[src/rtl/pipe_in_check_pkg.sv]
// Shared definitions for the pipe-in data checker and its pattern generator.
//   SEED_LFSR / SEED_COUNT : reseed values for the two pattern modes
//   LFSR_TAP_*             : feedback taps of x^32 + x^22 + x^2 + 1
//   state_e                : checker control state encoding
//   next_half()            : advance one 32-bit half of the pattern
package pipe_in_check_pkg;

  localparam logic [63:0] SEED_LFSR  = 64'h0D0C_0B0A_0403_0201;
  localparam logic [63:0] SEED_COUNT = 64'h0000_0001_0000_0001;

  localparam int LFSR_TAP_MSB = 31;
  localparam int LFSR_TAP_A   = 21;
  localparam int LFSR_TAP_B   = 1;

  typedef enum logic {
    ST_IDLE = 1'b0,
    ST_RUN  = 1'b1
  } state_e;

  function automatic logic [31:0] next_half(input logic lfsr_mode, input logic [31:0] t);
    if (lfsr_mode) begin
      return {t[30:0], t[LFSR_TAP_MSB] ^ t[LFSR_TAP_A] ^ t[LFSR_TAP_B]};
    end
    return t + 32'd1;
  endfunction

  function automatic logic [63:0] seed_for(input logic lfsr_mode);
    return lfsr_mode ? SEED_LFSR : SEED_COUNT;
  endfunction

endpackage

[src/rtl/pipe_pattern_gen.sv]
// 64-bit test-pattern register, usable by both the receive checker and a
// transmit-side generator.
//   clk, reset_n : clock, asynchronous active-low reset (pattern -> SEED_COUNT)
//   load         : reseed from seed_for(mode); has priority over advance
//   advance      : step both 32-bit halves independently in the given mode
//   mode         : 0 = counting halves, 1 = LFSR halves
//   pattern      : current pattern value
module pipe_pattern_gen
  import pipe_in_check_pkg::*;
(
  input  logic        clk,
  input  logic        reset_n,
  input  logic        load,
  input  logic        advance,
  input  logic        mode,
  output logic [63:0] pattern
);

  logic [63:0] pattern_d;
  logic [63:0] pattern_q;

  always_comb begin
    pattern_d = pattern_q;
    if (load) begin
      pattern_d = seed_for(mode);
    end else if (advance) begin
      pattern_d = {next_half(mode, pattern_q[63:32]), next_half(mode, pattern_q[31:0])};
    end
  end

  always_ff @(posedge clk or negedge reset_n) begin
    if (!reset_n) begin
      pattern_q <= SEED_COUNT;
    end else begin
      pattern_q <= pattern_d;
    end
  end

  assign pattern = pattern_q;

endmodule

[src/rtl/pipe_in_check.sv]
// Receive-side pipe data checker: pulls words from a FIFO under a rotating
// throttle mask and compares them against a locally generated pattern.
//   clk, reset_n      : clock, asynchronous active-low reset
//   pipe_in_start     : reseed, clear counters, enter RUN (mode sampled here)
//   pipe_in_read      : registered FIFO read strobe
//   pipe_in_valid     : FIFO data valid, one cycle after an accepted read
//   pipe_in_data      : FIFO read data
//   pipe_in_rd_count  : FIFO fill level in words
//   throttle_set/_val : load the throttle rotation mask
//   mode              : 0 = count pattern, 1 = LFSR pattern
//   word_count        : words compared since start
//   error_count       : mismatching words, saturating
//   error_flag        : sticky, set on first mismatch
//   first_err_index   : word_count of the first mismatching word
module pipe_in_check
  import pipe_in_check_pkg::*;
(
  input  logic        clk,
  input  logic        reset_n,
  input  logic        pipe_in_start,
  output logic        pipe_in_read,
  input  logic        pipe_in_valid,
  input  logic [63:0] pipe_in_data,
  input  logic [8:0]  pipe_in_rd_count,
  input  logic        throttle_set,
  input  logic [31:0] throttle_val,
  input  logic        mode,
  output logic [31:0] word_count,
  output logic [31:0] error_count,
  output logic        error_flag,
  output logic [31:0] first_err_index
);

  state_e      state_d, state_q;
  logic        mode_d, mode_q;
  logic [31:0] throttle_d, throttle_q;
  logic        read_d, read_q;
  logic [31:0] word_count_d, word_count_q;
  logic [31:0] error_count_d, error_count_q;
  logic        error_flag_d, error_flag_q;
  logic [31:0] first_err_index_d, first_err_index_q;

  logic        compare;
  logic        mismatch;
  logic        space_ok;
  logic        gen_mode;
  logic [63:0] expected;

  // On the start cycle the generator must seed from the incoming mode, not
  // the previously latched one.
  assign gen_mode = pipe_in_start ? mode : mode_q;

  pipe_pattern_gen u_gen (
    .clk     (clk),
    .reset_n (reset_n),
    .load    (pipe_in_start),
    .advance (compare),
    .mode    (gen_mode),
    .pattern (expected)
  );

  always_comb begin
    // Start wins over a coincident valid word: it is dropped uncompared.
    compare  = (state_q == ST_RUN) && pipe_in_valid && !pipe_in_start;
    mismatch = compare && (pipe_in_data != expected);

    state_d    = pipe_in_start ? ST_RUN : state_q;
    mode_d     = pipe_in_start ? mode : mode_q;
    throttle_d = throttle_set ? throttle_val : {throttle_q[0], throttle_q[31:1]};

    // A read issued last cycle has not yet lowered rd_count, so a single
    // remaining word may only be requested if no read is already in flight.
    space_ok = (pipe_in_rd_count >= 9'd2) || ((pipe_in_rd_count == 9'd1) && !read_q);
    read_d   = (state_q == ST_RUN) && throttle_q[0] && space_ok;

    word_count_d      = word_count_q;
    error_count_d     = error_count_q;
    error_flag_d      = error_flag_q;
    first_err_index_d = first_err_index_q;
    if (pipe_in_start) begin
      word_count_d      = '0;
      error_count_d     = '0;
      error_flag_d      = 1'b0;
      first_err_index_d = '0;
    end else if (compare) begin
      word_count_d = word_count_q + 32'd1;
      if (mismatch) begin
        if (error_count_q != 32'hFFFF_FFFF) begin
          error_count_d = error_count_q + 32'd1;
        end
        if (!error_flag_q) begin
          error_flag_d      = 1'b1;
          first_err_index_d = word_count_q;
        end
      end
    end
  end

  always_ff @(posedge clk or negedge reset_n) begin
    if (!reset_n) begin
      state_q           <= ST_IDLE;
      mode_q            <= 1'b0;
      throttle_q        <= 32'hFFFF_FFFF;
      read_q            <= 1'b0;
      word_count_q      <= '0;
      error_count_q     <= '0;
      error_flag_q      <= 1'b0;
      first_err_index_q <= '0;
    end else begin
      state_q           <= state_d;
      mode_q            <= mode_d;
      throttle_q        <= throttle_d;
      read_q            <= read_d;
      word_count_q      <= word_count_d;
      error_count_q     <= error_count_d;
      error_flag_q      <= error_flag_d;
      first_err_index_q <= first_err_index_d;
    end
  end

  assign pipe_in_read    = read_q;
  assign word_count      = word_count_q;
  assign error_count     = error_count_q;
  assign error_flag      = error_flag_q;
  assign first_err_index = first_err_index_q;

endmodule

[config.mk]
export PLATFORM = sky130hd
export DESIGN_NAME = pipe_in_check
export DESIGN_NICKNAME = d
export VERILOG_FILES = /design/src/rtl/pipe_in_check_pkg.sv /design/src/rtl/pipe_pattern_gen.sv /design/src/rtl/pipe_in_check.sv
export SDC_FILE = /design/constraint.sdc
export NUM_CORES = 1
export LEC_CHECK = 0
export BUFFER_PORTS_ARGS = -buffer_cell sky130_fd_sc_hd__buf_2
export CORE_MARGIN = 1.5
export CORE_UTILIZATION = 35
export CTS_BUF_LIST = sky130_fd_sc_hd__clkbuf_4
export DETAILED_ROUTE_END_ITERATION = 16
export PLACE_DENSITY_LB_ADDON = 0.15
export SLEW_MARGIN = 20
export SYNTH_ARGS = -nofsm -noshare
export SYNTH_HDL_FRONTEND = slang
export SYNTH_SLANG_ARGS = --single-unit
[constraint.sdc]
create_clock -name clk -period 2.8 [get_ports clk]
set_input_delay 0.56 -clock clk [delete_from_list [all_inputs] [get_ports clk]]
set_output_delay 0.56 -clock clk [all_outputs]
set_load 0.03 [all_outputs]
==> insert_results.sql, run 1 <==
INSERT INTO impl_metrics (metric_group, metric, value, unit) VALUES
('flow_run', 'drv.max_cap_violation_count', '0', ''),
('timing', 'worst_slew_pin_slew', '904', 'ps'),
('floorplan', 'initial_core_util', '0.357', ''),
('cells_and_area', 'most_frequent_standard_cell_in_the_layout_excluding_fill_and_tap_cells', 'buf_2', ''),
('worst_setup_path', 'critPathRequiredTime', '3310', 'ps'),
('pwr', 'power.total', '0.00549', 'W'),
('pwr', 'pwr_density_cell', '403', 'mW/mm^2'),
('timing', 'report.final.setup_viol', '0', ''),
('clock_network', 'cts_htree_levels', '4', ''),
('placed_design', 'port-buffer-count', '208', ''),
('outcome', 'run_status', 'finished clean', ''),
('yosys', 'synthDistinctLibCells', '58', ''),
('worst_setup_path', 'cp_cell_sequence', 'xor2_1, nor4_1, nand4_1, nor4_4, buf_6, nor2_1, nand3_1, mux2_2', ''),
('pwr', 'power.static_leakage', '6.39', 'nW'),
('pwr', 'vdd.ir_drop.worst', '274', 'uV'),
('detailed_routing', 'drt-pass1-iter-count', '5', ''),
('cells_and_area', 'nets_finish', '1595', ''),
('floorplan', 'floorplan_die_area', '0.0324', 'sq mm'),
('worst_setup_path', 'cpPeakStageDelay', '460', 'ps'),
('clock_network', 'clk_pin_slew', '170', 'ps'),
('yosys', 'yosysSeqAreaShare', '0.451', ''),
('cells_and_area', 'final_cell_mix', 'buf_2, nor2_1, dfrtp_1', ''),
('floorplan', 'io_pins', '209', ''),
('detailed_routing', 'wire_per_inst', '17.8', 'um'),
('yosys', 'synth_fp_nets', '1314', ''),
('clock_network', 'cts.sink_count', '196', ''),
('global_route', 'antenna_found_initial', '2', ''),
('cells_and_area', 'multi_input_comb_area', '0.00568', 'sq mm'),
('worst_setup_path', 'worst_setup_path_class', 'flip-flop to flip-flop', ''),
('yosys', 'syn-mean-instance-area', '9.14', 'sq um'),
('yosys', 'count_of_warnings_emitted_by_yosys', '0', ''),
('global_route', 'grt_remaining_overflow', '0', ''),
('yosys', 'synth_top_family_by_area', 'simple AND/OR/NAND/NOR gates', ''),
('detailed_routing', 'antenna_violating_nets_post_route', '0', ''),
('clock_network', 'tritoncts', 'yes', ''),
('floorplan', 'die_y', '180', 'um'),
('yosys', 'post_synth_instance_area', '0.0110', 'sq mm'),
('placed_design', 'routabilityCongestion', '0.847', ''),
('yosys', 'syn-instance-count', '1199', ''),
('pwr', 'sequentialPowerShare', '0.552', ''),
('worst_setup_path', 'crit_buf_inv', '1', ''),
('worst_setup_path', 'kind_of_cell_adding_the_most_delay_to_the_critical_path', 'simple AND/OR/NAND/NOR gates', ''),
('floorplan', 'fp.coreArea', '0.0307', 'sq mm'),
('yosys', 'yosys.area_share.xor_xnor', '0.0863', ''),
('timing', 'rsz0062_at_grt', 'false', ''),
('cells_and_area', 'fill_cells', '3107', ''),
('worst_setup_path', 'kind_of_end_point_of_the_critical_path', 'flip-flop', ''),
('yosys', 'yosys.area_share.simple', '0.212', ''),
('floorplan', 'count_of_standard_cell_rows', '64', ''),
('yosys', 'synth_top_cells_by_area', 'dfrtp_1, dfstp_2, xor2_1', ''),
('clock_network', 'worstSkewPairLatency', '620', 'ps'),
('cells_and_area', 'drive_above_1_share', '0.315', ''),
('pwr', 'power_report.internal_total', '0.00381', 'W'),
('yosys', 'synth-adder-area-share', '0.00457', ''),
('worst_setup_path', 'arrival', '3150', 'ps'),
('yosys', 'asyncSetResetFlopFracSynth', '1.00', ''),
('timing', 'slew-limit-headroom', '0.397', ''),
('global_route', 'groute.usage.overall', '0.209', ''),
('pwr', 'power.share.switching', '0.305', ''),
('detailed_routing', 'detail_route.wirelength', '33.7', 'mm'),
('timing', 'min_period_over_period', '0.945', ''),
('detailed_routing', 'mean_number_of_vias_per_cell', '5.30', ''),
('worst_setup_path', 'cp_max_fo', '8', ''),
('yosys', 'synth_area_leader_cell', 'dfrtp_1', ''),
('yosys', 'synth-compound-area-share', '0.133', ''),
('hold_path', 'worst_hold_path_type', 'primary input to flip-flop', ''),
('pwr', 'p_comb_frac', '0.170', ''),
('cells_and_area', 'post-route-cell-area', '0.0136', 'sq mm'),
('global_route', 'largest_net_degree_at_the_start_of_global_routing', '86', ''),
('clock_network', 'root_buffer', 'clkbuf_4', ''),
('clock_network', 'numCtsBuffers', '17', '');
## power by group through the flow
| stage | Clock (W) | Combinational [W] | Sequential (W) |
|---|---|---|---|
| 2_1_floorplan | 0 | 0.000471 | 0.00309 |
| 3_3_place_gp | 0 | 0.000913 | 0.00308 |
| 3_5_place_dp | 0 | 0.000920 | 0.00308 |
| 4_1_cts | 0.00160 | 0.000933 | 0.00303 |
| 5_1_grt | 0.00171 | 0.00103 | 0.00304 |
| 6_report | 0.00153 | 0.000931 | 0.00303 |
## logic make-up (layout without fill, tap and decap cells)
| logic type | after synthesis | in the layout |
|---|---|---|
| buffers and inverters | 99 | 393 |
| and+or+nand+nor | 476 | 476 |
| AOI/OAI and AO/OA | 236 | 236 |
| adders and majority gates | 4 | 4 |
| DFF | 196 | 196 |
| muxes | 80 | 80 |
| xor gates and xnor gates | 108 | 108 |
| other | 0 | 2 |
## through the flow
stage / utilization / hold WS [ps]
4_1_cts: 0.443 / 104
5_1_grt: 0.444 / 102
2_1_floorplan: - / 264
3_3_place_gp: 0.433 / 498
6_report: 0.444 / 171
3_5_place_dp: 0.433 / 504
## flip-flops by register name, summed over array words and instances (netlist names)
| name | flops |
|---|---|
| u_gen.pattern | 64 |
| error_count | 32 |
| first_err_index | 32 |
| throttle_q | 32 |
| word_count | 32 |
| error_flag | 1 |
| mode_q | 1 |
| pipe_in_read | 1 |
| state_q | 1 |
## final cells by class
| cell class | count | area share |
|---|---|---|
| Timing Repair Buffer | 349 | 0.161 |
| Antenna cell | 2 | 0.000367 |
| Tap cell | 396 | 0.0364 |
| Inverter | 12 | 0.00330 |
| Clock inverter | 14 | 0.00900 |
| Multi-Input combinational cell | 904 | 0.417 |
| Clock buffer | 18 | 0.00991 |
| Sequential cell | 196 | 0.363 |
## synthesized netlist by cell type, types with 23 or more instances
cell type,n
a21oi_1,81
clkbuf_1,74
dfrtp_1,162
dfstp_2,34
mux2_2,39
mux2i_1,36
nand2_1,80
nand3_1,38
nand4_1,29
nor2_1,186
nor3_1,25
nor4_1,32
o21ai_0,64
xnor2_1,23
xor2_1,85
## repair_timing
item | in CTS | in global routing
pin swaps | 0 | 2
hold endpoints to repair | 53 | 0
hold buffers | 1 | 0
buffers inserted | 0 | 2
resized for setup | 5 | 4
setup endpoints to repair | 58 | 51
## layer usage
metal / global-route usage / share of wire / up-vias
li1: - / - / 4827
met1: 0.288 / 0.46 / 4877
met2: 0.327 / 0.46 / 269
met3: 0.0468 / 0.054 / 45
met4: 0.0643 / 0.023 / 0
met5: 0 / 0 / -
## worst paths after layout
path	slack, ps	from	end	depth (start not counted)
worst max-delay path	160	u_gen.pattern[48]$_DFFE_PN0P_	error_count[31]$_DFFE_PN0P_	8
worst min-delay path	170	throttle_val[4]	throttle_q[4]$_DFF_PN1_	2
worst max register to register	160	u_gen.pattern[48]$_DFFE_PN0P_	error_count[31]$_DFFE_PN0P_	8
worst min register to register	540	first_err_index[31]$_DFFE_PN0P_	first_err_index[31]$_DFFE_PN0P_	2
max in group asynchronous	1500	reset_n	throttle_q[23]$_DFF_PN1_	3
min in group asynchronous	500	reset_n	error_count[28]$_DFFE_PN0P_	2
No activity file was read; power rests on OpenSTA's default activity.
==> run 2, diff against run 1 <==
CTS_BUF_LIST = sky130_fd_sc_hd__clkbuf_2   (was sky130_fd_sc_hd__clkbuf_4)
==> insert_results.sql, run 2 (same netlist as run 1, synthesis figures left out) <==
INSERT INTO impl_metrics (metric_group, metric, value, unit) VALUES
('timing', 'final_critical_path_setup_slack', '141', 'ps'),
('hold_path', 'worst_hold_path_type', 'primary input to flip-flop', ''),
('pwr', 'power.clock.fraction', '0.260', ''),
('pwr', 'p_comb_frac', '0.179', ''),
('detailed_routing', 'via_count', '10140', ''),
('worst_setup_path', 'worst_setup_path_class', 'flip-flop to flip-flop', ''),
('pwr', 'power.static_leakage', '6.54', 'nW'),
('cells_and_area', 'fill_cells', '3061', ''),
('floorplan', 'floorplan_die_area', '0.0324', 'sq mm'),
('cells_and_area', 'drive_above_1_share', '0.310', ''),
('placed_design', 'place.detailed.hpwl', '24.3', 'mm'),
('clock_network', 'tritoncts', 'yes', ''),
('pwr', 'power.share.switching', '0.311', ''),
('clock_network', 'root_buffer', 'clkbuf_2', ''),
('hold_path', 'min_from', 'pipe_in_start', ''),
('pwr', 'vdd.ir_drop.worst', '242', 'uV'),
('timing', 'min_period_over_period', '0.950', ''),
('detailed_routing', 'mean_number_of_vias_per_cell', '5.26', ''),
('hold_path', 'hold-path-endpoint', 'u_gen.pattern[43]$_DFFE_PN0P_', ''),
('detailed_routing', 'drt-pass1-iter-count', '5', ''),
('clock_network', 'cts-root-to-sink-buffers', '2', ''),
('floorplan', 'floorplan.die.width', '180', 'um'),
('worst_setup_path', 'worst-r2r-cell-count', '8', ''),
('cells_and_area', 'flow.area_growth_from_synthesis', '27.3', '%'),
('global_route', 'grt_pass1_wl', '54.3', 'mm'),
('detailed_routing', 'antenna_violating_nets_post_route', '0', ''),
('cells_and_area', 'multi_input_comb_area', '0.00569', 'sq mm'),
('placed_design', 'post-place-ws', '-373', 'ps'),
('cells_and_area', 'sequential_cell_area', '0.00495', 'sq mm'),
('clock_network', 'clk_pin_slew', '330', 'ps'),
('global_route', 'grt_remaining_overflow', '0', ''),
('pwr', 'power_switching', '0.00168', 'W'),
('floorplan', 'io_pins', '209', ''),
('outcome', 'run_status', 'finished clean', ''),
('global_route', 'groute.usage.overall', '0.210', ''),
('clock_network', 'cts_htree_levels', '4', ''),
('cells_and_area', 'most_frequent_standard_cell_in_the_layout_excluding_fill_and_tap_cells', 'buf_2', ''),
('cells_and_area', 'utilization', '0.455', ''),
('pwr', 'power_report.internal_total', '0.00373', 'W'),
('clock_network', 'cts.sink_count', '196', ''),
('floorplan', 'initial_core_util', '0.357', ''),
('pwr', 'sequentialPowerShare', '0.561', ''),
('worst_setup_path', 'setup.reg_to_reg.worst_slack', '140', 'ps'),
('detailed_routing', 'detail_route.iter0.violations', '724', ''),
('worst_setup_path', 'worst_r2r_startpoint', 'u_gen.pattern[0]$_DFFE_PN1P_', ''),
('global_route', 'antenna_found_initial', '1', ''),
('worst_setup_path', 'arrival', '3360', 'ps'),
('cells_and_area', 'nets_finish', '1633', ''),
('timing', 'final-max-slew-violation-count', '0', ''),
('placed_design', 'routabilityCongestion', '0.847', ''),
('timing', 'fin_skew', '57.1', 'ps'),
('cells_and_area', 'largest_register_ff_count', '64', ''),
('floorplan', 'count_of_standard_cell_rows', '64', ''),
('timing', 'worst_case_hold_slack', '176', 'ps'),
('clock_network', 'numCtsBuffers', '17', ''),
('hold_path', 'worstHoldPathCells', '4', ''),
('timing', 'rsz0062_at_grt', 'false', ''),
('detailed_routing', 'detail_route.wirelength', '34.0', 'mm'),
('worst_setup_path', 'critical_path.reg2reg.endpoint', 'u_gen.pattern[30]$_DFFE_PN0P_', ''),
('worst_setup_path', 'critPathRequiredTime', '3500', 'ps'),
('global_route', 'largest_net_degree_at_the_start_of_global_routing', '86', ''),
('worst_setup_path', 'setup.worst_path.start_class', 'flip-flop', ''),
('timing', 'slew-limit-headroom', '0.392', ''),
('timing', 'report.final.setup_viol', '0', ''),
('flow_run', 'drv.max_cap_violation_count', '0', ''),
('worst_setup_path', 'kind_of_end_point_of_the_critical_path', 'flip-flop', ''),
('clock_network', 'worstSkewPairLatency', '810', 'ps'),
('detailed_routing', 'wire_per_inst', '17.6', 'um'),
('worst_setup_path', 'cp_max_fo', '3', ''),
('global_route', 'first_global_vias', '9762', ''),
('cells_and_area', 'final_cell_mix', 'buf_2, nor2_1, dfrtp_1', ''),
('timing', 'worst_slew_pin_slew', '913', 'ps'),
('timing', 'max_freq', '376', 'MHz'),
('timing', 'hold_violations', '0', ''),
('detailed_routing', 'drc', '0', ''),
('pwr', 'pwr_density_cell', '388', 'mW/mm^2'),
('floorplan', 'die_y', '180', 'um'),
('placed_design', 'port-buffer-count', '208', ''),
('timing', 'timing.final.crit_period', '2660', 'ps'),
('floorplan', 'fp.coreArea', '0.0307', 'sq mm');
[run 2: cell types whose count changed in the layout (fill, tap and decap cells not counted), sizes merged]
cell / change
dlygate4sd3: +35
buf: +3
diode: -1
[run 2: worst max-delay path by stage]
stage	start	end	slack, ps	cells past startpoint
finish	u_gen.pattern[0]$_DFFE_PN1P_	u_gen.pattern[30]$_DFFE_PN0P_	140	8
global route	u_gen.pattern[38]$_DFFE_PN0P_	error_count[31]$_DFFE_PN0P_	7	9
CTS	u_gen.pattern[32]$_DFFE_PN1P_	error_count[4]$_DFFE_PN0P_	40	7
detailed placement	pipe_in_data[62]	error_count[15]$_DFFE_PN0P_	-370	10
global placement	pipe_in_data[62]	error_count[15]$_DFFE_PN0P_	-340	10
floorplan	error_count[0]$_DFFE_PN0P_	error_count[19]$_DFFE_PN0P_	200	10
[run 2: cell type report]
cell class / count / share of cell area
diodes: 1 / 0.000179
inverters: 12 / 0.00323
clock buffers: 18 / 0.00646
clock inverters: 14 / 0.00879
flip-flops and latches: 196 / 0.355
repair buffers: 387 / 0.183
well taps: 396 / 0.0355
multi-input cells: 904 / 0.408
[run 2: metal layers]
metal | track usage | part of all wire | up-vias
met1 | 0.289 | 0.46 | 4922
li1 | - | - | 4897
met2 | 0.333 | 0.46 | 285
met5 | 0 | 0 | -
met4 | 0.0607 | 0.021 | 0
met3 | 0.0460 | 0.054 | 36
[run 2: repair_timing]
action | 4_1_cts | 5_1_grt
buffers inserted | 0 | 5
resized for setup | 5 | 5
endpoints found under the setup margin | 58 | 50
hold buffers | 36 | 0
hold endpoints to repair | 87 | 0
pin swaps | 0 | 3
[run 2: metrics by stage]
step | setup TNS, ps | instances | total power [W] | cell area (sq um)
floorplan | 0 | 1199 | 0.00356 | 11000
global placement | -12110 | 1854 | 0.00399 | 13300
detailed placement | -14000 | 1854 | 0.00400 | 13300
CTS | 0 | 1922 | 0.00548 | 13900
global route | 0 | 1928 | 0.00571 | 13900
finish | 0 | 1928 | 0.00541 | 13900
[run 2: power groups by stage]
stage / clock [W] / sequential [W] / combinational [W]
after global routing: 0.00159 / 0.00305 / 0.00107
after global placement: 0 / 0.00308 / 0.000913
after detailed placement: 0 / 0.00308 / 0.000920
after CTS: 0.00147 / 0.00304 / 0.000972
after floorplan: 0 / 0.00309 / 0.000471
final: 0.00141 / 0.00304 / 0.000970
[run 2: worst max-delay path: stages, from the launching register on]
cell and delay [ps]:
dfstp_2 620, ha_1 210, nand4_1 140, or4_1 580
or3_1 390, nor2_2 170, nand2_1 90, mux2i_1 120
a211oi_1 240
